$ cat src/rtl/dispensador_pkg.sv
// dispensador_pkg: state codes, default phase lengths in ticks and phase counter width
package dispensador_pkg;
  localparam int CNT_W = 4;
  localparam int T_CALENTAR_DEF = 3;
  localparam int T_BASE_DEF = 5;
  localparam int T_MEZCLA_DEF = 4;
  localparam int T_EXTRA_DEF = 2;
  localparam int T_LISTO_DEF = 3;
  typedef enum logic [2:0] {
    REPOSO   = 3'd0,
    CALENTAR = 3'd1,
    BASE     = 3'd2,
    MEZCLA   = 3'd3,
    EXTRA    = 3'd4,
    LISTO    = 3'd5
  } estado_t;
endpackage

$ cat src/rtl/temporizador_fase.sv
// temporizador_fase: phase down-counter; ports clk, rst (async), carga/valor load, tick decrement, cuenta, fin = tick & cuenta==1
module temporizador_fase
  import dispensador_pkg::*;
(
  input  logic             clk,
  input  logic             rst,
  input  logic             carga,
  input  logic [CNT_W-1:0] valor,
  input  logic             tick,
  output logic [CNT_W-1:0] cuenta,
  output logic             fin
);
  assign fin = tick && cuenta == CNT_W'(1);
  always_ff @(posedge clk or posedge rst)
    if (rst) cuenta <= '0;
    else if (carga) cuenta <= valor;
    else if (tick && cuenta != '0) cuenta <= cuenta - 1'b1;
endmodule

$ cat src/rtl/fsm_dispensador.sv
// fsm_dispensador: timed beverage sequencer; CLK, RESET (async), Tick, Pedido, Base/Mezcla/Extra recipe in, Cancelar (only with DISPENSADOR_CANCEL_EN), Moore valve/heater outputs, Ocupado, Listo, Estado, Restante
module fsm_dispensador
  import dispensador_pkg::*;
#(
  parameter int T_CALENTAR = T_CALENTAR_DEF,
  parameter int T_BASE     = T_BASE_DEF,
  parameter int T_MEZCLA   = T_MEZCLA_DEF,
  parameter int T_EXTRA    = T_EXTRA_DEF,
  parameter int T_LISTO    = T_LISTO_DEF
) (
  input  logic             CLK,
  input  logic             RESET,
  input  logic             Tick,
  input  logic             Pedido,
  input  logic             Base,
  input  logic             Mezcla,
  input  logic             Extra,
`ifdef DISPENSADOR_CANCEL_EN
  input  logic             Cancelar,
`endif
  output logic             ValvulaCafe,
  output logic             ValvulaTe,
  output logic             ValvulaLeche,
  output logic             ValvulaAgua,
  output logic             ValvulaVainilla,
  output logic             Calentador,
  output logic             Ocupado,
  output logic             Listo,
  output logic [2:0]       Estado,
  output logic [CNT_W-1:0] Restante
);
  estado_t estado, nxt;
  logic base_q, mezcla_q, extra_q, base_n, mezcla_n, extra_n, fin;
  logic [CNT_W-1:0] valor;
  function automatic logic [CNT_W-1:0] duracion(input estado_t s);
    return s == CALENTAR ? CNT_W'(T_CALENTAR) :
           s == BASE     ? CNT_W'(T_BASE) :
           s == MEZCLA   ? CNT_W'(T_MEZCLA) :
           s == EXTRA    ? CNT_W'(T_EXTRA) :
           s == LISTO    ? CNT_W'(T_LISTO) : '0;
  endfunction
  always_comb begin
    {base_n, mezcla_n, extra_n} = (estado == REPOSO && Pedido) ? {Base, Mezcla, Extra} : {base_q, mezcla_q, extra_q};
    case (estado)
      REPOSO:   nxt = Pedido ? CALENTAR : REPOSO;
      CALENTAR: nxt = fin ? BASE : CALENTAR;
      BASE:     nxt = fin ? MEZCLA : BASE;
      MEZCLA:   nxt = fin ? (extra_q ? EXTRA : LISTO) : MEZCLA;
      EXTRA:    nxt = fin ? LISTO : EXTRA;
      LISTO:    nxt = fin ? REPOSO : LISTO;
      default:  nxt = REPOSO;
    endcase
`ifdef DISPENSADOR_CANCEL_EN
    if (Cancelar && estado inside {CALENTAR, BASE, MEZCLA, EXTRA}) nxt = REPOSO;
`endif
    valor = duracion(nxt);
  end
  // any state change reloads the counter, so a coincident Tick never counts toward the new phase
  temporizador_fase u_tmp (
    .clk   (CLK),
    .rst   (RESET),
    .carga (nxt != estado),
    .valor (valor),
    .tick  (Tick),
    .cuenta(Restante),
    .fin   (fin)
  );
  assign Estado = estado;
  always_ff @(posedge CLK or posedge RESET)
    if (RESET) begin
      estado <= REPOSO;
      {base_q, mezcla_q, extra_q} <= '0;
      {ValvulaCafe, ValvulaTe, ValvulaLeche, ValvulaAgua, ValvulaVainilla, Calentador, Ocupado, Listo} <= '0;
    end else begin
      estado <= nxt;
      {base_q, mezcla_q, extra_q} <= {base_n, mezcla_n, extra_n};
      Calentador <= nxt == CALENTAR;
      ValvulaCafe <= nxt == BASE && !base_n;
      ValvulaTe <= nxt == BASE && base_n;
      ValvulaLeche <= nxt == MEZCLA && !mezcla_n;
      ValvulaAgua <= nxt == MEZCLA && mezcla_n;
      ValvulaVainilla <= nxt == EXTRA;
      Ocupado <= nxt != REPOSO;
      Listo <= nxt == LISTO;
    end
endmodule

$ cat config.mk
export PLATFORM = sky130hd
export DESIGN_NAME = fsm_dispensador
export DESIGN_NICKNAME = d
export VERILOG_FILES = /design/src/rtl/dispensador_pkg.sv /design/src/rtl/temporizador_fase.sv /design/src/rtl/fsm_dispensador.sv
export SDC_FILE = /design/constraint.sdc
export NUM_CORES = 1
export LEC_CHECK = 0
export BUFFER_PORTS_ARGS = -buffer_cell sky130_fd_sc_hd__buf_2
export CAP_MARGIN = 30
export CORE_MARGIN = 2
export CORE_UTILIZATION = 45
export DETAILED_ROUTE_END_ITERATION = 7
export PLACE_DENSITY = 0.67
export SLEW_MARGIN = 20
export SYNTH_ARGS = -nofsm -noshare
export SYNTH_HDL_FRONTEND = slang
export SYNTH_HIERARCHICAL = 1
export SYNTH_SLANG_ARGS = --single-unit
$ cat constraint.sdc
create_clock -name CLK -period 5.9 [get_ports CLK]
set_input_delay 0.59 -clock CLK [delete_from_list [all_inputs] [get_ports CLK]]
set_output_delay 0.59 -clock CLK [all_outputs]
set_load 0.03 [all_outputs]
# [Yosys cells after proc, flatten, opt, wreduce, memory -nomap -nowiden]
# Index checks and enable logic that the tools add are counted.
# W data, S select, Z words.
[totals] inputBits=7 out_inout_bits=15 reg_bits=18
[op_classes] add_sub_neg=1 n_eq_ne=12 muxes=16 reduce_logical=13
[op_table] operator="$mux W3" n=6
[op_table] operator="$pmux W3 S6" n=1
[op_table] operator="$eq A3 B2 Y1 const B" n=4
[op_table] operator="$eq A3 B3 Y1 const B" n=4
[op_table] operator="$mux W4" n=2
[op_table] operator="$logic_and A1 B1 Y1" n=7
[op_table] operator="$eq A3 B1 Y1 const B" n=2
[op_table] operator="$mux W2" n=3
[op_table] operator="$eq A4 B1 Y1 const B" n=1
[op_table] operator="$mux W1" n=4
[op_table] operator="$reduce_bool A4 Y1" n=1
[op_table] operator="$sub A4 B1 Y4 const B" n=1
[op_table] operator="$logic_not A3 Y1" n=1
[op_table] operator="$ne A3 B3 Y1" n=1
[op_table] operator="$reduce_bool A3 Y1" n=1
[op_table] operator="$logic_not A1 Y1" n=2
[op_table] operator="$reduce_bool A2 Y1" n=1

# [Longest topological paths before layout]
# Gate-level depths: netlist of the first run.
[depth] word_depth=11 mapped_depth=13 ltp_nobuf=11

# [Hierarchy]
# Netlist of the first run, hierarchy kept.
[by_module_without_submodules] module="fsm_dispensador" n_inst=1 area_each_um2=668.1 cells_each=64 seq_area_each_um2=350.3
[by_module_without_submodules] module="temporizador_fase" n_inst=1 area_each_um2=289.0 cells_each=31 seq_area_each_um2=100.1

# [Worst setup path before layout of the first run]
# Ideal clock, no wire load.
[synth_path] kind="flip-flop to flip-flop" startpoint="register u_tmp.cuenta[1]" endpoint="register u_tmp.cuenta[0]" n_path_buf=2 arrival_time_ps=1942 required_time_ps=5784 setup_slack_ps=3842 stages_incl_launch_ff=11 path_cell_list="dfrtp_1 -> inv_1 -> ha_1 -> nand2_1 -> nor3_1 -> buf_2 -> o32a_2 -> buf_4 -> nor3b_1 -> mux2i_1 -> o311ai_0"
[synth_via] elab_chain_cells=11
[synth_lines] element="start: declaration" line_no="temporizador_fase.sv:10" rtl="output logic [CNT_W-1:0] cuenta,"
[synth_lines] element="start signal: assignment" line_no="temporizador_fase.sv:16" rtl="else if (carga) cuenta <= valor;"
[synth_lines] element="start signal: assignment" line_no="temporizador_fase.sv:17" rtl="else if (tick && cuenta != '0) cuenta <= cuenta - 1'b1;"
[synth_lines] element="$eq A4 B1 Y1 (*)" line_no="temporizador_fase.sv:13" rtl="assign fin = tick && cuenta == CNT_W'(1);"
[synth_lines] element="$logic_and A1 B1 Y1 (*)" line_no="temporizador_fase.sv:13"
[synth_lines] element="via fin" line_no="fsm_dispensador.sv:33" rtl="logic base_q, mezcla_q, extra_q, base_n, mezcla_n, extra_n, fin;"
[synth_lines] element="$mux W3, or another cell as far along" line_no="fsm_dispensador.sv:50" rtl="LISTO: nxt = fin ? REPOSO : LISTO;"
[synth_lines] element="$pmux W3 S6 (*)" line_no="fsm_dispensador.sv:44" rtl="case (estado)"
[synth_lines] element="$eq A3 B3 Y1" line_no="fsm_dispensador.sv:40" rtl="s == LISTO ? CNT_W'(T_LISTO) : '0;"
[synth_lines] element="$mux W2" line_no="fsm_dispensador.sv:40"
[synth_lines] element="$mux W2" line_no="fsm_dispensador.sv:39" rtl="s == EXTRA ? CNT_W'(T_EXTRA) :"
[synth_lines] element="$mux W3" line_no="fsm_dispensador.sv:38" rtl="s == MEZCLA ? CNT_W'(T_MEZCLA) :"
[synth_lines] element="$mux W3" line_no="fsm_dispensador.sv:37" rtl="s == BASE ? CNT_W'(T_BASE) :"
[synth_lines] element="$mux W3" line_no="fsm_dispensador.sv:36" rtl="return s == CALENTAR ? CNT_W'(T_CALENTAR) :"
[synth_lines] element="$mux W4" line_no="temporizador_fase.sv:16"
# Mark *: on every way through the listed nets, which the timed path passes. The rest lies on a longest branch.
# A chain may end at the register's enable or synchronous reset.

# [Worst setup path in the final report of the first run]
[layout_path] startpoint="register u_tmp.cuenta[1]" endpoint="register u_tmp.cuenta[0]"
[layout_via] elab_chain_cells=11
[layout_lines] element="$eq A4 B1 Y1 (*)" line_no="temporizador_fase.sv:13"
[layout_lines] element="$logic_and A1 B1 Y1 (*)" line_no="temporizador_fase.sv:13"
[layout_lines] element="via fin" line_no="fsm_dispensador.sv:33"
[layout_lines] element="$mux W3, or another cell as far along" line_no="fsm_dispensador.sv:50"
[layout_lines] element="$pmux W3 S6 (*)" line_no="fsm_dispensador.sv:44"
[layout_lines] element="$eq A3 B3 Y1" line_no="fsm_dispensador.sv:40"
[layout_lines] element="$mux W2" line_no="fsm_dispensador.sv:40"
[layout_lines] element="$mux W2" line_no="fsm_dispensador.sv:39"
[layout_lines] element="$mux W3" line_no="fsm_dispensador.sv:38"
[layout_lines] element="$mux W3" line_no="fsm_dispensador.sv:37"
[layout_lines] element="$mux W3 (*)" line_no="fsm_dispensador.sv:36"
[layout_lines] element="via valor[0]" line_no="fsm_dispensador.sv:34" rtl="logic [CNT_W-1:0] valor;"
[layout_lines] element="$mux W4 (*)" line_no="temporizador_fase.sv:16"
# Marks and branches as above.

==> run summary, run 1 <==
Max-capacitance violation count = 0
Class of the most critical hold timing path = in2async
Relative slew slack = 41.9%
Number of detailed-route iterations in the first pass = 3
Final routed wirelength across all metal layers = 1700 um
CTS clock-pin slew for the worst setup and hold paths = 0.10 ns
Buffer type at the clock tree root = sky130_fd_sc_hd__clkbuf_4
Synthesized Nets = 104
Number of standard-cell rows in the floorplan = 16
Number of setup violations in the final report = 0
Post-synth EDFFs = 0
Die Y = 50.1 um
Drt first-iter violations = 6
Kind of capture point of the worst setup path = flip-flop
Required time of the critical path = 6.05 ns
Area enclosed by the die boundary = 2510 um^2
Arrival time of data at the critical path endpoint = 2.69 ns
Placed cell count = 137
Highest-count cells in the layout ignoring fill and taps = sky130_fd_sc_hd__buf_2 (21), sky130_fd_sc_hd__dfrtp_1 (18), sky130_fd_sc_hd__inv_1 (10), sky130_fd_sc_hd__nand2_1 (8), sky130_fd_sc_hd__nor3_1 (7)
Buffers added on ports = 21
DRC Markers = 0
H-tree levels = 1
Flop and latch count out of synthesis = 18
Distinct cells, synth = 34
Remaining global-route overflow = 0
CP Capture Point = u_tmp/cuenta[0]
Routed len/inst = 12.0 um
Final total negative setup slack = 0 ns
Clock tree buffer depth = 2
Max Transition Viols Final = 0
Worst-path maximum fanout = 9
Mean area per synthesized cell = 10.1 um^2
Warnings, synthesis = 6
Post_cts resized = 0
Endpoint of the worst register-to-register path = u_tmp/cuenta[0]
Worst-case hold slack = 0.165 ns
CP top delay family = simple AND/OR/NAND/NOR gates
Number of antenna violations at the first check in global routing = 0
Worst setup slack for register-to-register paths = 3.37 ns
Total clock sinks = 18
Minimum clock period after layout = 2.53 ns
Leading cell type in the layout, fill and taps excluded = sky130_fd_sc_hd__buf_2
Antenna cell count = 0
Unrepaired setup endpoints after global routing = false
Combined buffer and inverter count along the critical path = 1
Total power divided by cell area = 585 nW/um^2
Source of the worst register-to-register timing path = u_tmp/cuenta[1]
Result of the run = finished clean
Worst clock skew = 0.00202 ns
Detailed Place HPWL = 1280 um
Share of the yosys chip area belonging to registers = 47.1%
Number of global-route vias before repair = 673
Routed via count = 705
Routability-driven placement congestion ratio = 0.726
Worst setup SP type = flip-flop
Highest clock frequency the design can meet = 395 MHz
Class of the most critical setup path = reg2reg
Number of nets in the final layout = 124
Slowest library cell on the worst path = sky130_fd_sc_hd__nor3_1
Area of the core region = 1980 um^2
Final number of hold-violating endpoints = 0
Post-route clock period utilization = 42.9%
Proportion of register bits with asynchronous set or reset after synthesis = 100%
Most frequent cell on the critical path = sky130_fd_sc_hd__nand2_1
Area added between synthesis and finish = 13.6%
Top_reg_cell synth = sky130_fd_sc_hd__dfrtp_1
Initial core utilization = 48.3%
Inserted Clock Buffers = 3
Via-to-Cell Ratio = 5.00
Antenna violation net count after detailed routing = 0
Depth of the critical timing path with buffers and inverters included = 10
Final standard cell count with taps included and fillers excluded = 141
Io pins = 22
Latest clock arrival within the worst-skew pair = 0.29 ns
Maximum vdd drop = 0.000296 V
Transition time at the pin with the least slew margin = 0.865 ns
Largest stage delay on the critical path = 0.67 ns
Fraction of final layout cells with drive strength greater than 1 = 30.7%
Synthesized area = 957 um^2
Maximum number of pins on one net before global-route repair = 15
Cells along the critical path = inv_1 > ha_1 > nand2_1 > nor3_1 > nor2_1 > o21ai_0 > o2111ai_2 > xnor2_1 > nand2_1 > o311ai_0
First-pass GRT wire length = 2900 um
Number of buffers added to fix hold violations after cts = 0
Post CTS Setup Buffer Count = 0
LEAKAGE = 0.554 nW
Logic depth of the worst register-to-register path = 10
Gate count of the mapped netlist = 95
Critical Path Source = u_tmp/cuenta[1]
Die extent in x = 50.1 um
Global-route usage over all layers = 15.5%
CTS tree = done
worst register-to-register path: stages, from the launching register on:
cell	delay [ns]
sky130_fd_sc_hd__dfrtp_1	0.43
sky130_fd_sc_hd__inv_1	0.09
sky130_fd_sc_hd__ha_1	0.14
sky130_fd_sc_hd__nand2_1	0.05
sky130_fd_sc_hd__nor3_1	0.67
sky130_fd_sc_hd__nor2_1	0.15
sky130_fd_sc_hd__o21ai_0	0.25
sky130_fd_sc_hd__o2111ai_2	0.24
sky130_fd_sc_hd__xnor2_1	0.19
sky130_fd_sc_hd__nand2_1	0.07
sky130_fd_sc_hd__o311ai_0	0.13
per-stage QoR:
step | setup WS, ns | util (%) | instance area (um^2) | power [W]
5_1_grt | 3.08 | 54.9 | 1090 | 0.000690
3_5_place_dp | 3.26 | 53.0 | 1050 | 0.000568
6_report | 3.37 | 54.9 | 1090 | 0.000636
3_3_place_gp | 3.44 | 53.0 | 1050 | 0.000562
4_1_cts | 3.38 | 54.9 | 1090 | 0.000642
2_1_floorplan | 3.84 | - | 957 | 0.000510
layout make-up:
class                      count  area, um^2
fill                         175         895
sequential                    18         450
tap                           27        33.8
clock buffer                   4        36.3
inverter                      12        45.0
multi-input combinational     59         417
timing repair buffer          21         105
cells by family (layout without fill, tap and decap cells):
family,after synthesis,in the layout,share of synthesized area [%]
xor+xnor,2,2,1.83
other cells,1,1,0.392
flops,18,18,47.1
simple gates,34,34,21.4
fa+ha+maj,2,2,2.61
compound gates,15,15,11.4
mux,5,5,5.88
buf+inv,18,37,9.41
sequential cells by signal, summed over array words and instances (netlist names):
name / flops
u_tmp/cuenta: 4
Estado: 3
Calentador: 1
Listo: 1
Ocupado: 1
ValvulaAgua: 1
ValvulaCafe: 1
ValvulaLeche: 1
ValvulaTe: 1
ValvulaVainilla: 1
base_q: 1
extra_q: 1
mezcla_q: 1
cells in the mapped netlist, drive strengths merged, types with 3 or more instances:
cell type | n | area, um^2
dfrtp | 18 | 450
a21oi | 3 | 15.0
o21ai | 5 | 25.0
nor3 | 7 | 35.0
nor2 | 6 | 22.5
buf | 6 | 45.0
mux2i | 3 | 30.0
inv | 12 | 45.1
nand2 | 8 | 30.0
worst min path at each step:
| stage | end | slack (ns) | cells past startpoint |
|---|---|---|---|
| 6_report | u_tmp/cuenta[3] | 0.17 | 2 |
| 5_1_grt | u_tmp/cuenta[0] | 0.18 | 2 |
| 4_1_cts | u_tmp/cuenta[3] | 0.17 | 2 |
| 3_5_place_dp | u_tmp/cuenta[3] | 0.49 | 2 |
| 3_3_place_gp | u_tmp/cuenta[3] | 0.48 | 2 |
| 2_1_floorplan | u_tmp/cuenta[0] | 0.36 | 1 |
layer usage:
metal	GRT usage, %	part of all wire [%]	vias to the layer above
met3	3.33	4.1	5
met1	19.8	49	323
met4	6.94	1.8	0
met2	25.0	45	15
met5	0	0	-
li1	-	-	362
power by group:
group / switching [W] / internal [W]
logic: 0.000209 / 0.000131
registers: 0.0000507 / 0.000172
clock network: 0.0000366 / 0.0000376
Note: power is estimated with default switching activity, not from simulation.
==> run 2, diff against run 1 <==
- ABC_AREA: unset -> 1
- clock period: 5.9 -> 2.6 ns (I/O delays scaled with it)
==> run summary, run 2 <==
Detailed Place HPWL = 1460 um (+14%)
Area of the multi-input gates = 428 um^2 (+2.7%)
Arrival time of data at the critical path endpoint = 2.40 ns (-0.29 ns)
Share of synthesized area spent on multiplexers = 0% (-5.9 points)
Most instantiated library cell after synthesis = sky130_fd_sc_hd__nand2_1
Remaining global-route overflow = 0 (unchanged)
Area added between synthesis and finish = 18.1%
Clock share of power = 8.0% (-3.7 points)
Post_cts resized = 0 (unchanged)
Max Transition Viols Final = 0 (unchanged)
Antenna cell count = 0 (unchanged)
Met3 wire length = 108 um (+57%)
Required time of the critical path = 2.78 ns (-3.27 ns)
Area enclosed by the die boundary = 2480 um^2 (-1.1%)
Number of setup violations in the final report = 0 (unchanged)
Highest-count cells in the layout ignoring fill and taps = sky130_fd_sc_hd__nand2_1 (34), sky130_fd_sc_hd__buf_2 (21), sky130_fd_sc_hd__dfrtp_1 (18), sky130_fd_sc_hd__inv_1 (14), sky130_fd_sc_hd__nor2_1 (11)
Mean area per synthesized cell = 7.82 um^2 (-22%)
Buffer type at the clock tree root = sky130_fd_sc_hd__clkbuf_4
Number of antenna violations at the first check in global routing = 0 (unchanged)
Die extent in x = 49.8 um (-0.55%)
Share of the yosys chip area belonging to registers = 47.6% (+0.56 points)
Post-route clock period utilization = 85.4% (+42 points)
Kind of capture point of the worst setup path = flip-flop
Latest clock arrival within the worst-skew pair = 0.28 ns (about the same)
Metal-1 WL = 841 um (+1.4%)
Result of the run = finished clean
Net switching power of the design = 0.000845 W (+190%)
Number of detailed-route iterations in the first pass = 4 (+1)
Combined buffer and inverter count along the critical path = 3 (+2)
Fraction of final layout cells with drive strength greater than 1 = 26.7% (-4.0 points)
Number of nets in the final layout = 157 (+27%)
Area share of and/or/nand/nor cells after synthesis = 34.4% (+13 points)
Clock tree buffer depth = 2 (unchanged)
Worst clock skew = 0.00301 ns (+0.000992 ns)
Warnings, synthesis = 6 (unchanged)
Largest register by flop count = u_tmp/cuenta
Post-synthesis xor/xnor area fraction = 0.926% (-0.90 points)
Combinational power share = 62.3% (+8.9 points)
Post-synth EDFFs = 0 (unchanged)
CTS clock-pin slew for the worst setup and hold paths = 0.09 ns (about the same)
Leading cell type in the layout, fill and taps excluded = sky130_fd_sc_hd__nand2_1
Register area = 450 um^2 (unchanged)
Compound-cell area share of the yosys netlist = 6.88% (-4.5 points)
Area fraction of the dominant cell type after synthesis = 47.6% (+0.56 points)
Top_reg_cell synth = sky130_fd_sc_hd__dfrtp_1
Inserted Clock Buffers = 3 (unchanged)
First-pass GRT wire length = 3170 um (+9.5%)
CTS tree = done
Leading area contributor after synthesis = sky130_fd_sc_hd__dfrtp_1
Antenna violation net count after detailed routing = 0 (unchanged)
Worst-path maximum fanout = 7 (-2)
Routed len/inst = 10.5 um (-13%)
Internal Power = 0.000759 W (+120%)
Maximum number of pins on one net before global-route repair = 15 (unchanged)
Final number of hold-violating endpoints = 0 (unchanged)
Class of the most critical setup path = reg2reg
Cells along the critical path = inv_1 > ha_1 > and3_1 > inv_1 > nand3_1 > nand2_1 > nor2_2 > nand3_1 > nand3_1 > inv_2 > or2_0 > nand3_1 > nand2_1
Final routed wirelength across all metal layers = 1820 um (+7.3%)
Flop and latch count out of synthesis = 18 (unchanged)
Synthesized area = 946 um^2 (-1.2%)
Dominant combinational cell family by area after synthesis = simple AND/OR/NAND/NOR gates
Distinct cells, synth = 21 (-38%)
LEAKAGE = 0.635 nW (+15%)
Total power divided by cell area = 1440 nW/um^2 (+150%)
Largest stage delay on the critical path = 0.40 ns (-0.27 ns)
Routed via count = 810 (+15%)
Relative slew slack = 65.7% (+24 points)
Worst setup SP type = flip-flop
Most frequent cells after synthesis = sky130_fd_sc_hd__nand2_1 (34), sky130_fd_sc_hd__dfrtp_1 (18), sky130_fd_sc_hd__inv_1 (14)
Proportion of register bits with asynchronous set or reset after synthesis = 100% (unchanged)
Worst-case hold slack = 0.173 ns (+0.00759 ns)
Synth area leaders = sky130_fd_sc_hd__dfrtp_1 (48%), sky130_fd_sc_hd__nand2_1 (13%), sky130_fd_sc_hd__inv_1 (5.6%)
Max-capacitance violation count = 0 (unchanged)
Unrepaired setup endpoints after global routing = false
H-tree levels = 1 (unchanged)
Via-to-Cell Ratio = 4.68 (-6.4%)
Global-route usage over all layers = 16.6% (+1.1 points)
Synthesized Nets = 130 (+25%)
Die Y = 49.8 um (-0.55%)
Area of the core region = 1980 um^2 (unchanged)
Met2 Routed Length = 873 um (+14%)
Portion of total power attributed to sequential cells = 29.7% (-5.3 points)
Maximum vdd drop = 0.000811 V (+170%)
Transition time at the pin with the least slew margin = 0.513 ns (-0.352 ns)
Number of fill cells in the layout = 185 (+5.7%)
Highest clock frequency the design can meet = 450 MHz (+14%)
Share of total power consumed by net switching = 52.7% (+6.2 points)
Class of the most critical hold timing path = in2reg
Routability-driven placement congestion ratio = 0.811 (+12%)
Largest register FFs = 4 (unchanged)
Number of standard-cell rows in the floorplan = 16 (unchanged)
Slowest library cell on the worst path = sky130_fd_sc_hd__dfrtp_1
Number of global-route vias before repair = 713 (+5.9%)
Final total negative setup slack = 0 ns (unchanged)
Initial core utilization = 47.7% (-0.57 points)
Drt first-iter violations = 20 (+14)
Gate count of the mapped netlist = 121 (+27%)
DRC Markers = 0 (unchanged)
Most frequent cell on the critical path = sky130_fd_sc_hd__nand3_1
CP top delay family = simple AND/OR/NAND/NOR gates
Top Layer Used = met3
Io pins = 22 (unchanged)
Buffers added on ports = 21 (unchanged)
Total clock sinks = 18 (unchanged)
Minimum clock period after layout = 2.22 ns (-0.313 ns)
Adder-cell share of the synthesized area = 2.65% (+0.031 points)
run 2: cells by family after synthesis:
kind of cell	count (synthesis)
compound gates	11
buf+inv	18
flops	18
fa+ha+maj	2
xor+xnor	1
simple gates	70
other cells	1
run 2: worst reg2reg max path: cells and delay by family (launching register included):
| family | cells | cell delay [ns] |
|---|---|---|
| buf+inv | 3 | 0.32 |
| simple gates | 9 | 1.24 |
| flops | 1 | 0.40 |
| fa+ha+maj | 1 | 0.15 |
run 2: worst paths after layout:
check | startpoint | endpoint | slack, ns | cells after the start
worst max-delay path | u_tmp/cuenta[1] | u_tmp/cuenta[3] | 0.38 | 13
worst min-delay path | Extra | extra_q | 0.17 | 3
worst max register to register | u_tmp/cuenta[1] | u_tmp/cuenta[3] | 0.38 | 13
worst min register to register | extra_q | extra_q | 0.51 | 2
max in group asynchronous | RESET | mezcla_q | 1.70 | 3
min in group asynchronous | RESET | u_tmp/cuenta[3] | 0.40 | 3
run 2: area by class of cell:
class	instances	share of cell area, %
Clock buffer	3	2.02
Inverter	18	6.05
Multi-Input combinational cell	85	38.3
Sequential cell	18	40.3
Tap cell	27	3.02
Timing Repair Buffer	22	10.3
run 2: timing repair:
| action | in CTS | in global routing |
|---|---|---|
| hold endpoints to repair | 4 | 0 |
| hold buffers | 1 | 0 |
| setup buffers | 0 | 0 |
run 2: power by group through the flow:
stage	logic [W]	clock network, W	registers, W
4_1_cts	0.00100	0.000133	0.000476
3_5_place_dp	0.000996	0	0.000481
2_1_floorplan	0.000621	0	0.000632
3_3_place_gp	0.000986	0	0.000480
5_1_grt	0.00114	0.000151	0.000493
6_report	0.000999	0.000129	0.000476
run 2: stage by stage:
stage / area [um^2] / util [%] / total power, W / std cells / worst slack, ns
2_1_floorplan: 946 / - / 0.00125 / 121 / 0.412
3_3_place_gp: 1080 / 54.7 / 0.00147 / 169 / 0.492
3_5_place_dp: 1080 / 54.7 / 0.00148 / 169 / 0.413
4_1_cts: 1120 / 56.4 / 0.00161 / 173 / 0.391
5_1_grt: 1120 / 56.4 / 0.00178 / 173 / 0.102
6_report: 1120 / 56.4 / 0.00160 / 173 / 0.379
run 2: layer usage:
layer	track usage, %	vias up
met1	21.5	355
met3	3.64	0
met4	2.78	0
met5	0	-
met2	28.7	27
li1	-	428
